$ cat src/rtl/mips_pkg.sv
// Shared definitions for the multicycle MIPS core: funct codes, word width and
// the multiply/divide sequencer state encoding.
package mips_pkg;

    localparam int unsigned WORD_W = 32;

    localparam logic [5:0] FUNCT_MFHI = 6'h10;
    localparam logic [5:0] FUNCT_MFLO = 6'h12;
    localparam logic [5:0] FUNCT_MULT = 6'h18;
    localparam logic [5:0] FUNCT_DIV  = 6'h1A;

    typedef enum logic [2:0] {
        MD_IDLE  = 3'd0,
        MD_MUL   = 3'd1,
        MD_DIV   = 3'd2,
        MD_DONE  = 3'd3,
        MD_DZERO = 3'd4
    } md_state_t;

endpackage

$ cat src/rtl/mult_div_ctrl_if.sv
// Handshake and result bus between the main control unit (master) and the
// multiply/divide sequencer (slave).
interface mult_div_ctrl_if
    import mips_pkg::*;
#(
    parameter int unsigned WIDTH = WORD_W
);
    logic             start_mult;
    logic             start_div;
    logic [WIDTH-1:0] a;
    logic [WIDTH-1:0] b;
    logic             busy;
    logic             done;
    logic             div_zero;
    logic [WIDTH-1:0] hi;
    logic [WIDTH-1:0] lo;

    modport master (
        output start_mult, start_div, a, b,
        input  busy, done, div_zero, hi, lo
    );

    modport slave (
        input  start_mult, start_div, a, b,
        output busy, done, div_zero, hi, lo
    );
endinterface

$ cat src/rtl/mult_div_ctrl.sv
// Iterative signed MULT/DIV sequencer owning HI/LO. Works on magnitudes with a
// shift-add / restoring shift-subtract step per cycle; signs are fixed on exit.
module mult_div_ctrl
    import mips_pkg::*;
#(
    parameter int unsigned WIDTH = WORD_W
) (
    input logic            clk,
    input logic            reset,
    mult_div_ctrl_if.slave bus
);
    localparam int unsigned CW = $clog2(WIDTH);

    md_state_t          state_q, state_d;
    logic [CW-1:0]      cnt_q, cnt_d;
    // Multiply: {partial product, multiplier}; divide: {remainder, dividend/quotient}.
    logic [2*WIDTH-1:0] acc_q, acc_d;
    logic [WIDTH-1:0]   opnd_q, opnd_d;
    logic               sign_q, sign_d;
    logic               dsign_q, dsign_d;
    logic [WIDTH-1:0]   hi_q, hi_d;
    logic [WIDTH-1:0]   lo_q, lo_d;

    logic [WIDTH:0]     add_sum;
    logic [WIDTH:0]     shifted;
    logic [WIDTH:0]     sub_diff;
    logic [2*WIDTH-1:0] mul_step;
    logic [2*WIDTH-1:0] div_step;
    logic               last;

    function automatic logic [WIDTH-1:0] abs_neg(input logic [WIDTH-1:0] x, input logic neg);
        return neg ? -x : x;
    endfunction

    always_comb begin
        add_sum  = {1'b0, acc_q[2*WIDTH-1:WIDTH]} + {1'b0, (acc_q[0] ? opnd_q : '0)};
        mul_step = {add_sum, acc_q[WIDTH-1:1]};
        shifted  = acc_q[2*WIDTH-1:WIDTH-1];
        sub_diff = shifted - {1'b0, opnd_q};
        // Borrow out means the divisor did not fit: restore and shift in a 0.
        div_step = sub_diff[WIDTH] ? {shifted[WIDTH-1:0], acc_q[WIDTH-2:0], 1'b0}
                                   : {sub_diff[WIDTH-1:0], acc_q[WIDTH-2:0], 1'b1};
        last     = (cnt_q == CW'(WIDTH - 1));
    end

    always_comb begin
        state_d = state_q;
        cnt_d   = cnt_q;
        acc_d   = acc_q;
        opnd_d  = opnd_q;
        sign_d  = sign_q;
        dsign_d = dsign_q;
        hi_d    = hi_q;
        lo_d    = lo_q;
        unique case (state_q)
            MD_MUL: begin
                acc_d = mul_step;
                cnt_d = cnt_q + 1'b1;
                if (last) begin
                    state_d      = MD_DONE;
                    {hi_d, lo_d} = sign_q ? -mul_step : mul_step;
                end
            end
            MD_DIV: begin
                acc_d = div_step;
                cnt_d = cnt_q + 1'b1;
                if (last) begin
                    state_d = MD_DONE;
                    lo_d    = abs_neg(div_step[WIDTH-1:0], sign_q);
                    hi_d    = abs_neg(div_step[2*WIDTH-1:WIDTH], dsign_q);
                end
            end
            default: begin
                state_d = MD_IDLE;
                if (bus.start_mult) begin
                    state_d = MD_MUL;
                    cnt_d   = '0;
                    acc_d   = {{WIDTH{1'b0}}, abs_neg(bus.b, bus.b[WIDTH-1])};
                    opnd_d  = abs_neg(bus.a, bus.a[WIDTH-1]);
                    sign_d  = bus.a[WIDTH-1] ^ bus.b[WIDTH-1];
                end else if (bus.start_div) begin
                    if (bus.b == '0) begin
                        state_d = MD_DZERO;
                    end else begin
                        state_d = MD_DIV;
                        cnt_d   = '0;
                        acc_d   = {{WIDTH{1'b0}}, abs_neg(bus.a, bus.a[WIDTH-1])};
                        opnd_d  = abs_neg(bus.b, bus.b[WIDTH-1]);
                        sign_d  = bus.a[WIDTH-1] ^ bus.b[WIDTH-1];
                        dsign_d = bus.a[WIDTH-1];
                    end
                end
            end
        endcase
    end

    always_ff @(posedge clk or posedge reset) begin
        if (reset) begin
            state_q <= MD_IDLE;
            cnt_q   <= '0;
            acc_q   <= '0;
            opnd_q  <= '0;
            sign_q  <= 1'b0;
            dsign_q <= 1'b0;
            hi_q    <= '0;
            lo_q    <= '0;
        end else begin
            state_q <= state_d;
            cnt_q   <= cnt_d;
            acc_q   <= acc_d;
            opnd_q  <= opnd_d;
            sign_q  <= sign_d;
            dsign_q <= dsign_d;
            hi_q    <= hi_d;
            lo_q    <= lo_d;
        end
    end

    assign bus.busy     = (state_q == MD_MUL) || (state_q == MD_DIV);
    assign bus.done     = (state_q == MD_DONE);
    assign bus.div_zero = (state_q == MD_DZERO);
    assign bus.hi       = hi_q;
    assign bus.lo       = lo_q;

endmodule

$ cat src/flat_wrapper.sv
// flat-port wrapper written by rule: the top's interface ports become plain ports
module mult_div_ctrl_flat import mips_pkg::*;
#(
    parameter int unsigned WIDTH = WORD_W
)
  (clk, reset, bus_start_mult, bus_start_div, bus_a, bus_b, bus_busy, bus_done, bus_div_zero, bus_hi, bus_lo);
  mult_div_ctrl_if #(.WIDTH(WIDTH)) bus_i ();
  input logic clk;
  input logic reset;
  input wire logic [$bits(bus_i.start_mult)-1:0] bus_start_mult;
  input wire logic [$bits(bus_i.start_div)-1:0] bus_start_div;
  input wire logic [$bits(bus_i.a)-1:0] bus_a;
  input wire logic [$bits(bus_i.b)-1:0] bus_b;
  output wire logic [$bits(bus_i.busy)-1:0] bus_busy;
  output wire logic [$bits(bus_i.done)-1:0] bus_done;
  output wire logic [$bits(bus_i.div_zero)-1:0] bus_div_zero;
  output wire logic [$bits(bus_i.hi)-1:0] bus_hi;
  output wire logic [$bits(bus_i.lo)-1:0] bus_lo;
  assign bus_i.start_mult = bus_start_mult;
  assign bus_i.start_div = bus_start_div;
  assign bus_i.a = bus_a;
  assign bus_i.b = bus_b;
  assign bus_busy = bus_i.busy;
  assign bus_done = bus_i.done;
  assign bus_div_zero = bus_i.div_zero;
  assign bus_hi = bus_i.hi;
  assign bus_lo = bus_i.lo;
  mult_div_ctrl #(.WIDTH(WIDTH)) u_core (.clk(clk), .reset(reset), .bus(bus_i));
endmodule
$ cat config.mk
export PLATFORM = sky130hd
export DESIGN_NAME = mult_div_ctrl_flat
export DESIGN_NICKNAME = d
export VERILOG_FILES = /design/src/rtl/mips_pkg.sv /design/src/rtl/mult_div_ctrl_if.sv /design/src/rtl/mult_div_ctrl.sv /design/src/flat_wrapper.sv
export SDC_FILE = /design/constraint.sdc
export NUM_CORES = 1
export LEC_CHECK = 0
export ABC_AREA = 0
export BUFFER_PORTS_ARGS = -buffer_cell sky130_fd_sc_hd__clkbuf_2
export CORE_MARGIN = 5
export CORE_UTILIZATION = 55
export CTS_CLUSTER_DIAMETER = 120
export CTS_CLUSTER_SIZE = 12
export DETAILED_ROUTE_END_ITERATION = 10
export GPL_TIMING_DRIVEN = 0
export PLACE_DENSITY_LB_ADDON = 0.05
export SLEW_MARGIN = 40
export SYNTH_ARGS = -nofsm -noshare
export SYNTH_HDL_FRONTEND = slang
export SYNTH_SLANG_ARGS = --single-unit
$ cat constraint.sdc
create_clock -name clk -period 6 [get_ports clk]
set_clock_uncertainty 0.05 [all_clocks]
set_input_delay 0.9 -clock clk [delete_from_list [all_inputs] [get_ports clk]]
set_output_delay 0.9 -clock clk [all_outputs]
set_load 0.02 [all_outputs]
==> results.toml <==
[synthesis]
synth.top_cell.area_share_pct = 25.9
ys_warn_count = 0
synth_area_um2 = 16400
syn_nets = 2340
ys.flop_type = "dfrtp_1"
synth_enable_flop_cells = 0
async_reset_ff_share_pct = 100
ys_seq_area_share_pct = 25.9
yosysUniqueCellTypes = 82
synth-seq-cells = 170
yosys-top-cells-area = "dfrtp_1 26%, o21ai_0 7.7%, nand2_1 6.7%"
netlist_instances = 2199
avgSynthCellArea_um2 = 7.47
synth_top_area_cell = "dfrtp_1"

[global_route]
grt_first_pass_wirelength_um = 106000
antenna_found_initial = 0
gr-usage-all-layers_pct = 41.1
overflow = 0
first_global_vias = 17600
grt_max_degree = 69

[timing]
hold_viol = 0
fmax_mhz = 172
tightest_slew_ps = 930
period_share_pct = 96.8
rsz0062_at_grt = "false"
slew_headroom_pct = 37.5
setup_viol = 0
fin_setup_tns_ps = 0
setup_ws_ps = 193
hold_slack_ps = 355
drv_slew = 0
period_needed_ps = 5810

[floorplanning]
io_pins = 135
die_w_um = 183
die_h_um = 183
rows = 63
start_util_pct = 55.6
die_area_um2 = 33400
core_area_um2 = 29600

[worst_setup_path]
setup.worst_path.class = "reg -> reg"
critPathLaunch = "u_core.opnd_q[0]$_DFFE_PP0P_"
path_delay_family = "compound AO/OA/AOI/OAI gates"
crit_cells = 24
required_ps = 6340
critical_path.endpoint_type = "flip-flop"
critPathMaxFanout = 10
critPathBufInv = 5
worstSetupEndpoint = "u_core.bus.hi[24]$_DFFE_PP0P_"
start_kind = "flip-flop"
cp.arrival_ps = 6140
crit_chain = "ha_1 > fa_1 > nor2b_2 > o31a_1 > o21ai_2 > a2111oi_4 > o2111ai_1 > o211a_4 > inv_2 > clkbuf_4 > clkbuf_4 > buf_4 > nor2_1 > a21oi_2 > ha_2 > inv_1 > nor2_1 > nand4_1 > mux2_2 > a21o_1 > o31ai_1 > xor2_1 > nand2_1 > a21oi_1"
rr_worst_depth = 24
crit_slowest_cell = "dfrtp_1"
reg2reg_slack_ps = 190
r2r-end = "u_core.bus.hi[24]$_DFFE_PP0P_"
r2r_start = "u_core.opnd_q[0]$_DFFE_PP0P_"
slowest_delay_ps = 440

[clock_tree]
hold_buffers = 0
cts_root_buf = "clkbuf_16"
clock_sinks = 170
cts_tree = "done"
clock_tree.buffer_depth = 2
htree_levels = 4
cts_made_buffers = 17
clk_pin_slew_worst_paths_ps = 80
worstSkewPairLatency_ps = 460

[drt]
drc_errors = 0
vias = 18700
ant_nets = 0
viasPerCell = 6.79
wl_um = 71000
first_iter_violations = 3098
post_drt_wl_per_cell_um = 25.7
drt-pass1-iter-count = 7

[final_layout]
areaGrowthSynthToFinish_pct = 11.9
antenna_cells = 0
drive_gt1_share_pct = 10.5
layout.nets = 2498
final_area_um2 = 18400

[place]
pre_cts_slack_ps = -1620
placed_area_um2 = 17700
numPortBuffers = 132
gp_congestion = 1.04
dp_hpwl_um = 57100

[worst_hold_path]
hold_path.class = "in -> async"

[run]
cap_viol_max_count = 0

[run_status]
status = "completed"
-- worst min-delay path by stage --
stage / from / endpoint / slack [ps] / depth (start not counted)
after floorplan: u_core.opnd_q[10]$_DFFE_PP0P_ / u_core.opnd_q[10]$_DFFE_PP0P_ / 400 / 2
after global placement: u_core.bus.hi[16]$_DFFE_PP0P_ / u_core.bus.hi[16]$_DFFE_PP0P_ / 400 / 2
after detailed placement: u_core.bus.lo[23]$_DFFE_PP0P_ / u_core.bus.lo[23]$_DFFE_PP0P_ / 410 / 2
after CTS: reset / u_core.opnd_q[11]$_DFFE_PP0P_ / 380 / 2
after global routing: reset / u_core.opnd_q[12]$_DFFE_PP0P_ / 390 / 2
final: reset / u_core.opnd_q[12]$_DFFE_PP0P_ / 360 / 2
-- cells by family after synthesis --
logic type	Yosys count	synth area share (%)
multiplexers	26	1.68
AO/OA/AOI/OAI	725	27.8
buffers and inverters	225	5.67
AND/OR/NAND/NOR	755	21.3
flip-flops	170	25.9
adder cells (fa/ha/maj)	73	5.65
XOR/XNOR	225	12.0
-- placed cells by master, fill, tap and decap left out, types with 25 or more instances in the layout --
master	netlist	final
a21oi_1	168	165
a22oi_1	48	48
clkbuf_1	120	115
clkbuf_2	0	134
dfrtp_1	170	169
ha_1	71	70
inv_1	71	69
nand2_1	294	294
nand3_1	36	36
nor2_1	215	215
nor3_1	35	34
o21ai_0	252	251
o31ai_1	39	39
or3_1	25	25
xnor2_1	107	107
xor2_1	118	118
-- layer usage --
| metal | global-route usage (%) | vias to the layer above | wire length [um] |
|---|---|---|---|
| met5 | 0 | - | 0 |
| met2 | 61.4 | 1429 | 30000 |
| met1 | 52.5 | 8742 | 26200 |
| met4 | 27.5 | 0 | 5770 |
| li1 | - | 8244 | - |
| met3 | 10.6 | 332 | 8990 |
-- layout make-up --
| type | instances | area, um2 |
|---|---|---|
| Timing Repair Buffer | 140 | 756 |
| Sequential cell | 170 | 4260 |
| Clock buffer | 17 | 425 |
| Fill cell | 2787 | 11200 |
| Inverter | 72 | 278 |
| Buffer | 152 | 673 |
| Clock inverter | 15 | 174 |
| Tap cell | 390 | 488 |
| Multi-Input combinational cell | 1804 | 11300 |
-- per-stage QoR --
step / utilization [%] / instances
4_1_cts: 61.9 / 2757
6_report: 62.2 / 2760
2_1_floorplan: - / 2199
3_5_place_dp: 59.8 / 2725
3_3_place_gp: 59.5 / 2721
5_1_grt: 62.2 / 2760
-- sequential cells by signal (all words and copies together), names as in the netlist --
register	flops
u_core.acc_q	64
u_core.bus.hi	32
u_core.bus.lo	32
u_core.cnt_q	5
u_core.dsign_q	1
u_core.opnd_q	32
u_core.sign_q	1
u_core.state_q	3
-- cells in the mapped netlist (6+ instances only) --
library cell  count
xnor2_1         107
o31ai_1          39
a221oi_1         16
o211ai_1         22
clkbuf_1        120
or4_1            16
a211oi_1         12
ha_1             71
nor3_1           35
o41ai_1          23
buf_6             6
o22a_1            7
a31oi_1          11
nor4_1           20
a21oi_1         168
inv_1            71
and3_1           12
or2_2             7
and2_1            9
nor2b_1           6
nand3_1          36
buf_1            15
dfrtp_1         170
o21a_1           23
nand4_1          15
nand2b_1         21
and4_1            6
a21o_1           19
nor2_1          215
a222oi_1         11
o211a_1           7
xor2_1          118
nand2_1         294
or3_1            25
o21ai_0         252
a22oi_1          48
mux2i_1          22
-- timing repair --
item,CTS,global route
setup buffers,1,3
resized for setup,12,17
hold endpoints to repair,0,0
endpoints found under the setup margin,50,16
pin swaps,0,2
Power is left out: the tool's default activity adds up to more than one toggle a clock period on the data nets, which glitch-free logic cannot reach.
